--- config.mk ---
export PLATFORM = sky130hd
export DESIGN_NAME = mem_store_rmw
export DESIGN_NICKNAME = d
export VERILOG_FILES = /design/src/rtl/mem_pkg.sv /design/src/rtl/store_merge.sv /design/src/rtl/mem_store_rmw.sv
export SDC_FILE = /design/constraint.sdc
export NUM_CORES = 1
export LEC_CHECK = 0
export ABC_AREA = 1
export BUFFER_PORTS_ARGS = -buffer_cell sky130_fd_sc_hd__clkbuf_2
export CAP_MARGIN = 20
export CORE_MARGIN = 5
export CORE_UTILIZATION = 50
export CTS_CLUSTER_SIZE = 16
export DETAILED_ROUTE_END_ITERATION = 12
export PLACE_DENSITY = 0.78
export SYNTH_ARGS = -nofsm -noshare
export SYNTH_HDL_FRONTEND = slang
export SYNTH_SLANG_ARGS = --single-unit
--- constraint.sdc ---
create_clock -name clk -period 1.73 [get_ports clk]
set_input_delay 0 -clock clk [delete_from_list [all_inputs] [get_ports clk]]
set_output_delay 0 -clock clk [all_outputs]
set_load 0.03 [all_outputs]
--- src/rtl/mem_pkg.sv ---
// Shared definitions for the data-memory adapters.
//   - store opcode encodings (st_op)
//   - store adapter FSM state type
//   - lane / byte width constants
//   - st_is_err(): request rejection rule shared by the store path
package mem_pkg;

    localparam int BYTE_W    = 8;
    localparam int HALF_W    = 16;
    localparam int WORD_W    = 32;
    localparam int NUM_LANES = WORD_W / BYTE_W;

    typedef enum logic [1:0] {
        ST_SW  = 2'b00,
        ST_SH  = 2'b01,
        ST_SB  = 2'b10,
        ST_RSV = 2'b11
    } st_op_e;

    typedef enum logic [1:0] {
        IDLE  = 2'd0,
        READ  = 2'd1,
        RWAIT = 2'd2,
        WRITE = 2'd3
    } state_e;

    // Reserved opcode is always rejected; alignment only when checking is on.
    function automatic logic st_is_err(input logic [1:0] op,
                                       input logic [1:0] lane,
                                       input logic       chk_align);
        logic e;
        e = (op == ST_RSV);
        if (chk_align) begin
            if (op == ST_SW && lane != 2'b00) e = 1'b1;
            if (op == ST_SH && lane[0])       e = 1'b1;
        end
        return e;
    endfunction

endpackage

--- src/rtl/store_merge.sv ---
// Combinational little-endian lane merge for sub-word stores.
// Ports:
//   op     in  store opcode (sw/sh/sb; reserved keeps the old word)
//   lane   in  addr[1:0] of the store
//   data   in  register data (low byte/half used for sb/sh)
//   old    in  word currently in memory
//   merged out old word with the addressed lane(s) replaced
module store_merge
    import mem_pkg::*;
(
    input  logic [1:0]        op,
    input  logic [1:0]        lane,
    input  logic [WORD_W-1:0] data,
    input  logic [WORD_W-1:0] old,
    output logic [WORD_W-1:0] merged
);

    logic [NUM_LANES-1:0][BYTE_W-1:0] d, o, m;

    assign d      = data;
    assign o      = old;
    assign merged = m;

    for (genvar g = 0; g < NUM_LANES; g++) begin : g_lane
        localparam logic [1:0] LN = 2'(g);
        logic              sel;
        logic [BYTE_W-1:0] src;

        // sh sources byte 0/1 of the register for the low/high byte of
        // the selected half; sb always sources byte 0.
        always_comb begin
            sel = 1'b0;
            src = d[g];
            case (op)
                ST_SW: begin sel = 1'b1;               src = d[g];              end
                ST_SH: begin sel = (lane[1] == LN[1]); src = d[{1'b0, LN[0]}];  end
                ST_SB: begin sel = (lane == LN);       src = d[0];              end
                default: begin sel = 1'b0;             src = d[g];              end
            endcase
        end

        assign m[g] = sel ? src : o[g];
    end

endmodule

--- src/rtl/mem_store_rmw.sv ---
// Store-side adapter: turns sw/sh/sb into word-only memory accesses.
// Word stores are written directly; sub-word stores read the word, merge
// the new lane(s) and write it back.
// Ports:
//   clk, reset                      clock, async active-low reset
//   st_valid/st_ready               store request handshake
//   st_op, st_addr, st_data         store request payload
//   st_done                         one-cycle pulse, store committed
//   st_err                          one-cycle pulse, request rejected
//   mem_req/mem_gnt                 memory request, held until granted
//   mem_we, mem_addr, mem_wdata     request payload (word address)
//   mem_rvalid, mem_rdata           read return
module mem_store_rmw
    import mem_pkg::*;
#(
    parameter int ADDR_W      = 32,
    parameter bit CHECK_ALIGN = 1'b1
) (
    input  logic              clk,
    input  logic              reset,
    input  logic              st_valid,
    output logic              st_ready,
    input  logic [1:0]        st_op,
    input  logic [ADDR_W-1:0] st_addr,
    input  logic [WORD_W-1:0] st_data,
    output logic              st_done,
    output logic              st_err,
    output logic              mem_req,
    output logic              mem_we,
    output logic [ADDR_W-3:0] mem_addr,
    output logic [WORD_W-1:0] mem_wdata,
    input  logic              mem_gnt,
    input  logic              mem_rvalid,
    input  logic [WORD_W-1:0] mem_rdata
);

    state_e              state_q, state_d;
    logic [1:0]          op_q;
    logic [ADDR_W-1:0]   addr_q;
    logic [WORD_W-1:0]   data_q;
    logic [WORD_W-1:0]   wdata_q;
    logic [WORD_W-1:0]   merged;
    logic                done_q, err_q;
    logic                accept, req_err;

    assign accept  = st_valid && st_ready;
    assign req_err = st_is_err(st_op, st_addr[1:0], CHECK_ALIGN);

    // State register
    always_ff @(posedge clk or negedge reset) begin
        if (!reset) state_q <= IDLE;
        else        state_q <= state_d;
    end

    // Next state
    always_comb begin
        state_d = state_q;
        case (state_q)
            IDLE:    if (accept && !req_err)
                         state_d = (st_op == ST_SW) ? WRITE : READ;
            READ:    if (mem_gnt)    state_d = RWAIT;
            RWAIT:   if (mem_rvalid) state_d = WRITE;
            WRITE:   if (mem_gnt)    state_d = IDLE;
            default: state_d = IDLE;
        endcase
    end

    // Outputs decoded from state so a reset drops mem_req immediately.
    always_comb begin
        st_ready = 1'b0;
        mem_req  = 1'b0;
        mem_we   = 1'b0;
        case (state_q)
            IDLE:    st_ready = 1'b1;
            READ:    mem_req  = 1'b1;
            WRITE:   begin mem_req = 1'b1; mem_we = 1'b1; end
            default: ;
        endcase
    end

    store_merge u_merge (
        .op     (op_q),
        .lane   (addr_q[1:0]),
        .data   (data_q),
        .old    (mem_rdata),
        .merged (merged)
    );

    // Capture, write-data and completion pulses. wdata_q only changes in
    // IDLE and RWAIT, so it is stable whenever a write is pending.
    always_ff @(posedge clk or negedge reset) begin
        if (!reset) begin
            op_q    <= ST_SW;
            addr_q  <= '0;
            data_q  <= '0;
            wdata_q <= '0;
            done_q  <= 1'b0;
            err_q   <= 1'b0;
        end else begin
            done_q <= (state_q == WRITE) && mem_gnt;
            err_q  <= accept && req_err;
            if (accept && !req_err) begin
                op_q   <= st_op;
                addr_q <= st_addr;
                data_q <= st_data;
                if (st_op == ST_SW) wdata_q <= st_data;
            end
            if (state_q == RWAIT && mem_rvalid) wdata_q <= merged;
        end
    end

    assign mem_addr  = addr_q[ADDR_W-1:2];
    assign mem_wdata = wdata_q;
    assign st_done   = done_q;
    assign st_err    = err_q;

endmodule
Word level (Yosys, flattened, before mapping)
Cells that the tools add are included.
- register bits after elaboration: 102
- input port bits: 103
- word-level logic and storage cells: 66
- multiplexer cells: 25
- equality and inequality tests: 14
- bitwise logic cells: 1
- reductions and logical operators: 19
- operator list (operator ; count):
    $mux 32 ; 3
    $mux 8 ; 6
    $pmux 8 s2 ; 1
    $eq 2x2->1 const B ; 6
    $pmux 1 s3 ; 4
    $mux 2 ; 5
    $eq 2x1->1 const B ; 4
    $logic_not 2->1 ; 4
    $ne 2x2->1 const B ; 4
    $pmux 2 s4 ; 1
    $logic_and 1x1->1 ; 7
    $reduce_bool 2->1 ; 3
    $mux 1 ; 5
    $reduce_and 4->1 ; 1
    $reduce_or 2->1 ; 2
    $reduce_and 2->1 ; 1
    $logic_not 1->1 ; 1
    $not 1->1 ; 1

Logic depth before layout (Yosys ltp)
Gate-level depths: netlist (run 1).
- word-level depth: 8
- depth in mapped cells: 11

Modules after synthesis
From an unflattened synthesis (run 1), not the netlist that was laid out.
- cells, all modules: 812
- area total of the unflattened synthesis: 5893.2 µm²
- by module, submodules not included (module ; cells an instance ; area an instance (µm²) ; times used):
    mem_store_rmw ; 601 ; 4898.4 ; 1
    store_merge ; 211 ; 994.7 ; 1

Worst setup path after synthesis (run 1)
No wires, ideal clock.
- path type: reg-to-reg
- from: register state_q[0]
- to: register addr_q[10]
- period minus slack after synthesis: 1.724 ns
- cell stages (with the launch flop): 8
- arrival: 1.599 ns
- path buffers: 1
- setup slack: 0.006 ns
- setup time: 0.125 ns
- cells stage by stage: dfrtp_1 inv_1 ha_1 nand2_1 inv_2 nand2_4 buf_6 mux2_4
- longest elaborated chain between the ends: 4
- ends and longest elaborated chain (element ; line ; source):
    start, declared ; mem_store_rmw.sv:37 ; state_e state_q, state_d;
    start signal, assigned ; mem_store_rmw.sv:52 ; else state_q <= state_d;
    $logic_not 2->1 ; mem_store_rmw.sv:73 ; case (state_q)
    $mux 1 ; mem_store_rmw.sv:73 ;
    via st_ready ; mem_store_rmw.sv:22 ; output logic st_ready,
    $logic_and 1x1->1 ; mem_store_rmw.sv:46 ; assign accept = st_valid && st_ready;
    $logic_and 1x1->1 ; mem_store_rmw.sv:102 ; if (accept && !req_err) begin
    end signal, assigned ; mem_store_rmw.sv:104 ; addr_q <= st_addr;
    end, declared ; mem_store_rmw.sv:39 ; logic [ADDR_W-1:0] addr_q;
The timed path passes the listed nets, and every way through them passes these cells.
A chain may end at the register's enable or synchronous reset.

Worst setup path after layout (run 1)
- from: register state_q[0]
- to: register addr_q[26]
- longest elaborated chain between the ends: 4
- ends and longest elaborated chain (element ; line):
    $logic_not 2->1 ; mem_store_rmw.sv:73
    $mux 1 ; mem_store_rmw.sv:73
    $logic_and 1x1->1 ; mem_store_rmw.sv:46
    $logic_and 1x1->1 ; mem_store_rmw.sv:102
No other way between the ends.

==> results of run 1 <==
==> state kept, by name (all words and copies together), names as in the netlist <==
register and flops:
addr_q 32, data_q 32, mem_wdata 32, op_q 2
state_q 2, st_done 1, st_err 1
==> layout make-up <==
type | count | area (sq um)
Fill cell | 823 | 3420
Multi-Input combinational cell | 408 | 2560
Sequential cell | 102 | 2550
Timing Repair Buffer | 286 | 2090
Inverter | 63 | 243
Clock buffer | 10 | 229
Tap cell | 143 | 179
Clock inverter | 6 | 45.0
==> cells in the mapped netlist (all sizes together) <==
library cell  instances
nand3b                8
o21bai                8
o21a                  9
inv                  62
dfrtp               102
a21oi                51
nor2                 70
ha                   10
or2                   1
o21ai                29
nand2               104
buf                  50
clkbuf               10
nand3                72
mux2                 46
clkinv                1
==> worst max-delay path, cell delays in order, from the launching register on <==
cell     delay, ns
dfrtp_1       0.42
inv_2         0.09
ha_2          0.18
nand2_1       0.09
inv_2         0.14
nand2_8       0.11
buf_12        0.19
mux2_4        0.30
==> power groups by stage <==
| stage | sequential, W | combinational [W] | clock, W |
|---|---|---|---|
| after detailed placement | 0.00440 | 0.00811 | 0 |
| after floorplan | 0.00499 | 0.00570 | 0 |
| after global routing | 0.00458 | 0.00949 | 0.00204 |
| final | 0.00445 | 0.00878 | 0.00192 |
| after global placement | 0.00438 | 0.00785 | 0 |
| after CTS | 0.00439 | 0.00829 | 0.00193 |
==> cell families (layout without fill, tap and decap cells) <==
family          Yosys count  count (layout)
flops                   102             102
fa+ha+maj                10              10
mux                      46              46
buf+inv                 123             365
simple gates            255             255
compound gates           97              97
==> how the worst max path moves through the flow <==
stage	cells past startpoint	end
2_1_floorplan	7	addr_q[10]$_DFFE_PN0P_
6_report	7	addr_q[26]$_DFFE_PN0P_
5_1_grt	10	state_q[1]$_DFFE_PN0P_
3_5_place_dp	8	mem_wdata[18]$_DFFE_PN0P_
3_3_place_gp	7	addr_q[29]$_DFFE_PN0P_
4_1_cts	8	mem_wdata[18]$_DFFE_PN0P_
==> per-stage QoR <==
step	worst slack [ns]	cells	hold WS, ns
after detailed placement	0.0373	908	0.0262
final	0.0822	1018	-0.00155
after global placement	0.116	908	0.0164
after global routing	-0.0167	1018	0.0133
after floorplan	0.00602	633	-0.296
after CTS	0.0296	1012	0.000172
==> what timing repair did <==
action	4_1_cts	5_1_grt
hold endpoints to repair	134	0
resized for setup	0	25
hold buffers	88	0
buffers inserted	0	3
endpoints found under the setup margin	0	68
==> per-layer routing <==
metal  track usage  wire length, um  vias up
li1              -                -     2490
met1         0.295             6710     2554
met2         0.436             9200      242
met3        0.0447             1080       51
met4        0.0864              490        0
met5             0                0        -
==> results.md, run 1 <==
* Status: finished with violations
* Failing checks: hold timing
* Seq pwr share at 0.294
* Top cell type's share of synthesized area at 0.446
* Endpoints failing setup at 0
* Worst R2R Path Depth at 7
* Layout area overhead at 37.9%
* Clk sink count at around 100
* Fin area at roughly 0.008 sq mm
* Layout net count at between 900 and 1,000
* Tcrit/Tclk final at 0.952
* Mux cell area share after synthesis at 0.121
* Net load switching power at just over 0.007 W
* Synth Area in Simple Gates at 0.195
* Clock share of power at 0.127
* CORE AREA at 0.0113 sq mm
* Gpl congestion at between 0.9 and 1
* Syn_nets at around 750
* Sequential area share after synthesis at 0.446
* Hold Path Sink: mem_wdata[17]$_DFFE_PN0P_
* Skew-Pair Late Insertion Delay at roughly 0.35 ns
* Dominant cell type by area after synthesis: dfrtp_1
* Combinational fraction of design power at 0.579
* Fin. max-slew vios at 0
* Ranking of synthesized cells by area: dfrtp_1, mux2_4, nand2_1, nand3_1, nor2_1
* Fraction of synthesized cell area in xor and xnor cells at 0
* Setup TNS at 0 ns
* DR vias/cell at about 5.2
* Clk_skew at approximately 0.011 ns
* Inserted Clock Buffers at 9
* Synth unique cells at 25
* Row cnt at 39
* Yosys warnings at 0
* Worst-margin pin slew at 0.571 ns
* IO Port Bufs at about 170
* RR Startpoint: state_q[0]$_DFFE_PN0P_
* #FFs+latches synth at roughly 100
* R2R Setup Slk at a little over 0.08 ns
* VDD IR-drop max at around 0.0010 V
* Syn Inst Count at 633
* Crit path required time at ~2.0 ns
* WHS at -0.00155 ns
* Finished Core Util at 0.698
* Number of global-route vias before repair at ~5,500
* Area of the mapped netlist at around 0.0057 sq mm
* DRC viols at 0
* Most common cell after layout, fill and taps aside: clkbuf_2
* Crit path DAT at between 1.5 and 2 ns
* Drt wl/cell at roughly 17 um
* Crit. Startpoint: state_q[0]$_DFFE_PN0P_
* Die H at 117 um
* Synth Area in Compound Gates at 0.0987
* Top Ports at 170
* GRT Overall Usage at 0.244
* CP Capture Type: flip-flop
* Antenna violations before repair at 0
* CTS tree: yes
* Post-route ant nets at 0
* Max-cap violation count at 0
* Area after DPL at 0.00655 sq mm
* Largest net degree at the start of global routing at 47
* DRT Pass-1 Iters at 5
* Proportion of layout cells with a drive suffix above 1 at 0.338
* Crit path launch type: flip-flop
* PwrDens at around 1900 mW/mm^2
* Drt initial violations at ~330
* Routed WL at roughly 17,000 um
* First-pass GRT wire length at ~26,000 um
* Dpl hpwl at around 11,000 um
* Rel. slew slack at 0.619
* H-tree levels at 3
* Root Driver: clkbuf_16
* Detailed-route via count at between 5,000 and 6,000
* Initial cell density of the core at 0.506
* Worst-path clk slew at 0.07 ns
* Commonest cells after routing, fill and taps aside: clkbuf_2, dfrtp_1, nand2_1
* FMAX at 607 MHz
* Design Power at ~0.015 W
* Die Footprint at roughly 0.014 sq mm
* Min-Delay Path Class: in2reg
* Pleak at ~4.2 nW
* Net Sw Frac at 0.471
* Minimum clock period at between 1.5 and 2 ns
* Gr ovfl total at 0
* Main combinational cell family by area after synthesis: simple AND/OR/NAND/NOR gates
* Die Wd at about 120 um
* Avg Inst Size Synth at 9.05 sq um
* Antenna diodes at 0
* Worst hold path startpoint: mem_rdata[17]
* Hold depth at 5
* Synth Area in Adders at 0.0218
* P_int at around 0.0080 W
* Clock tree buffer depth at 2
* R2r endpoint: addr_q[26]$_DFFE_PN0P_
* Kind of critical path: reg2reg
* CP max FO at 17
* Final Hold Viols at 1
Note: power is estimated with default switching activity, not from simulation.
==> run 2: changes to the inputs <==
Settings changed: MAX_ROUTING_LAYER from default to met4, PLACE_DENSITY 0.78 to default, PLACE_DENSITY_LB_ADDON from default to 0.2.
==> run 2 against run 1 <==
- the flow now finishes without violations
- sequential share of layout area is 0.061 points higher
- worst hold slack better by 0.0053 ns
- worst setup slack worse by 0.022 ns
- global-route usage is 0.41 points higher
- die area stayed put
- total power is 0.76% lower
- non-clock buffer count is 2 higher
- critical path depth stayed put
- flip-flop and latch count stayed put
- core utilization is 0.17 points lower
- first-iteration DRC count is 7.3% lower
- highest routed layer unchanged
==> results.md, run 2 (synthesis gave the netlist of run 1 again) <==
* Status: completed (was finished with violations)
* P_int at 0.00809 W (was 0.00801 W)
* Cell occurring most often along the worst timing path: inv_2 (unchanged)
* Net load switching power at 0.00694 W (was 0.00714 W)
* Commonest cells after routing, fill and taps aside: clkbuf_2, dfrtp_1, nand2_1 (unchanged)
* DRC viols at 0 (unchanged)
* Antenna diodes at 0 (unchanged)
* DR vias/cell at 5.06 (was 5.24)
* Die Wd at 117 um (unchanged)
* First-pass GRT wire length at 26,000 um (was 26,300 um)
* Max-cap violation count at 0 (unchanged)
* CP max FO at 31 (was 17)
* Kind of critical path: reg2reg (unchanged)
* Metal2 WL at 8570 um (was 9200 um)
* Layout area overhead at 37.5% (was 37.9%)
* Rel. slew slack at 0.600 (was 0.619)
* CP max stage cell: dfrtp_1 (unchanged)
* Crit path DAT at 1.90 ns (was 1.87 ns)
* Routed WL at 16,300 um (was 17,500 um)
* Die Footprint at 0.0137 sq mm (unchanged)
* Proportion of layout cells with a drive suffix above 1 at 0.335 (was 0.338)
* CORE AREA at 0.0113 sq mm (unchanged)
* Die H at 117 um (unchanged)
* Initial cell density of the core at 0.506 (unchanged)
* Minimum clock period at 1.67 ns (was 1.65 ns)
* Number of global-route vias before repair at 5,505 (was 5,492)
* FMAX at 599 MHz (was 607 MHz)
* Uppermost routed layer: met4 (unchanged)
* Clock share of power at 0.137 (was 0.127)
* GRT Overall Usage at 0.248 (was 0.244)
* PwrDens at 1910 mW/mm^2 (was 1920 mW/mm^2)
* Most common cell after layout, fill and taps aside: clkbuf_2 (unchanged)
* DRT Pass-1 Iters at 5 (unchanged)
* WHS at 0.00377 ns (was -0.00155 ns)
* Top Ports at 170 (unchanged)
* Gr ovfl total at 0 (unchanged)
* Fin. max-slew vios at 0 (unchanged)
* Clk_skew at 0.00621 ns (was 0.0110 ns)
* Post-route ant nets at 0 (unchanged)
* Pleak at 4.18 nW (was 4.19 nW)
* Drt initial violations at 307 (was 331)
* IO Port Bufs at 169 (unchanged)
* Worst path cell trace: inv_2, ha_2, nand2_1, inv_2, nand2_4, buf_16, mux2_4 (was inv_2, ha_2, nand2_1, inv_2, nand2_8, buf_12, mux2_4)
* Crit path required time at 1.96 ns (about the same)
* Final Hold Viols at 0 (was 1)
* Tcrit/Tclk final at 0.965 (was 0.952)
* Largest net degree at the start of global routing at 52 (was 47)
* Antenna violations before repair at 0 (unchanged)
* WL met3 at 799 um (was 1080 um)
* Row cnt at 39 (unchanged)
* Root Driver: clkbuf_16 (unchanged)
* Combinational fraction of design power at 0.569 (was 0.579)
* Worst-path clk slew at 0.07 ns (about the same)
* Crit path launch type: flip-flop (unchanged)
* Inserted Clock Buffers at 9 (unchanged)
* Endpoints failing setup at 0 (unchanged)
* Dpl hpwl at 11,000 um (was 11,300 um)
* Gpl congestion at 0.891 (was 0.937)
* Seq pwr share at 0.294 (about the same)
* Drt wl/cell at 16.0 um (was 17.2 um)
* Clock tree buffer depth at 2 (unchanged)
* Max incr delay on CP at 0.42 ns (about the same)
* Min-Delay Path Class: in2reg (unchanged)
* Net Sw Frac at 0.462 (was 0.471)
* Layout net count at 985 (was 983)
* H-tree levels at 3 (unchanged)
* M1 WL at 6750 um (was 6710 um)
* Fill count at 889 (was 823)
* CTS tree: yes (unchanged)
* Setup TNS at 0 ns (unchanged)
* Skew-Pair Late Insertion Delay at 0.35 ns (about the same)
* CP Capture Type: flip-flop (unchanged)
* Clk sink count at 102 (unchanged)
* VDD IR-drop max at 0.00100 V (was 0.00104 V)
* Worst-margin pin slew at 0.600 ns (was 0.571 ns)
* Post-place setup slack at 0.0391 ns (was 0.0373 ns)
* Fin worst setup slack at 0.0601 ns (was 0.0822 ns)
* Detailed-route via count at 5,159 (was 5,337)
[run 2: area by class of cell]
type,instances,area (sq um),share of cell area
multi-input cells,408,2550,0.324
clock buffers,10,229,0.0291
flip-flops and latches,102,2550,0.324
repair buffers,288,2050,0.260
clock inverters,6,71.3,0.00905
inverters,63,243,0.0308
well taps,143,179,0.0227
[run 2: final timing paths]
check	from	end	slack [ns]	depth (start not counted)
max in group asynchronous	reset	data_q[31]$_DFFE_PN0P_	0.85	3
min in group asynchronous	reset	mem_wdata[17]$_DFFE_PN0P_	0.20	2
setup / recovery	state_q[1]$_DFFE_PN0P_	data_q[27]$_DFFE_PN0P_	0.06	7
setup reg to reg	state_q[1]$_DFFE_PN0P_	data_q[27]$_DFFE_PN0P_	0.06	7
hold / removal	mem_rdata[13]	mem_wdata[13]$_DFFE_PN0P_	0.004	5
hold reg to reg	data_q[26]$_DFFE_PN0P_	data_q[26]$_DFFE_PN0P_	0.52	1
[run 2: layer usage]
layer	GRT usage	vias to the layer above
met3	0.0401	21
met2	0.431	166
met4	0.0726	0
li1	-	2500
met5	-	-
met1	0.298	2472
[run 2: through the flow]
| step | cells | instance area [sq um] | total power (W) | utilization |
|---|---|---|---|---|
| floorplan | 633 | 5730 | 0.0107 | - |
| global placement | 909 | 6560 | 0.0123 | 0.579 |
| detailed placement | 909 | 6560 | 0.0125 | 0.579 |
| CTS | 1018 | 7790 | 0.0148 | 0.688 |
| global route | 1020 | 7880 | 0.0161 | 0.696 |
| finish | 1020 | 7880 | 0.0150 | 0.696 |
[run 2: worst max-delay path, delay by kind of cell, from the launching register on]
kind | cells | cell delay [ns]
fa+ha+maj | 1 | 0.19
mux | 1 | 0.33
simple gates | 2 | 0.18
buf+inv | 3 | 0.39
flops | 1 | 0.42
[run 2: what timing repair did]
| action | in CTS | in global routing |
|---|---|---|
| setup endpoints to repair | 0 | 73 |
| resized for setup | 0 | 24 |
| hold endpoints to repair | 138 | 0 |
| buffers inserted | 0 | 2 |
| hold buffers | 93 | 0 |
[run 2: power groups by stage]
stage	registers, W	logic [W]	clock network, W
floorplan	0.00499	0.00570	0
global route	0.00458	0.00932	0.00219
CTS	0.00440	0.00828	0.00210
detailed placement	0.00442	0.00808	0
finish	0.00443	0.00855	0.00206
global placement	0.00438	0.00791	0
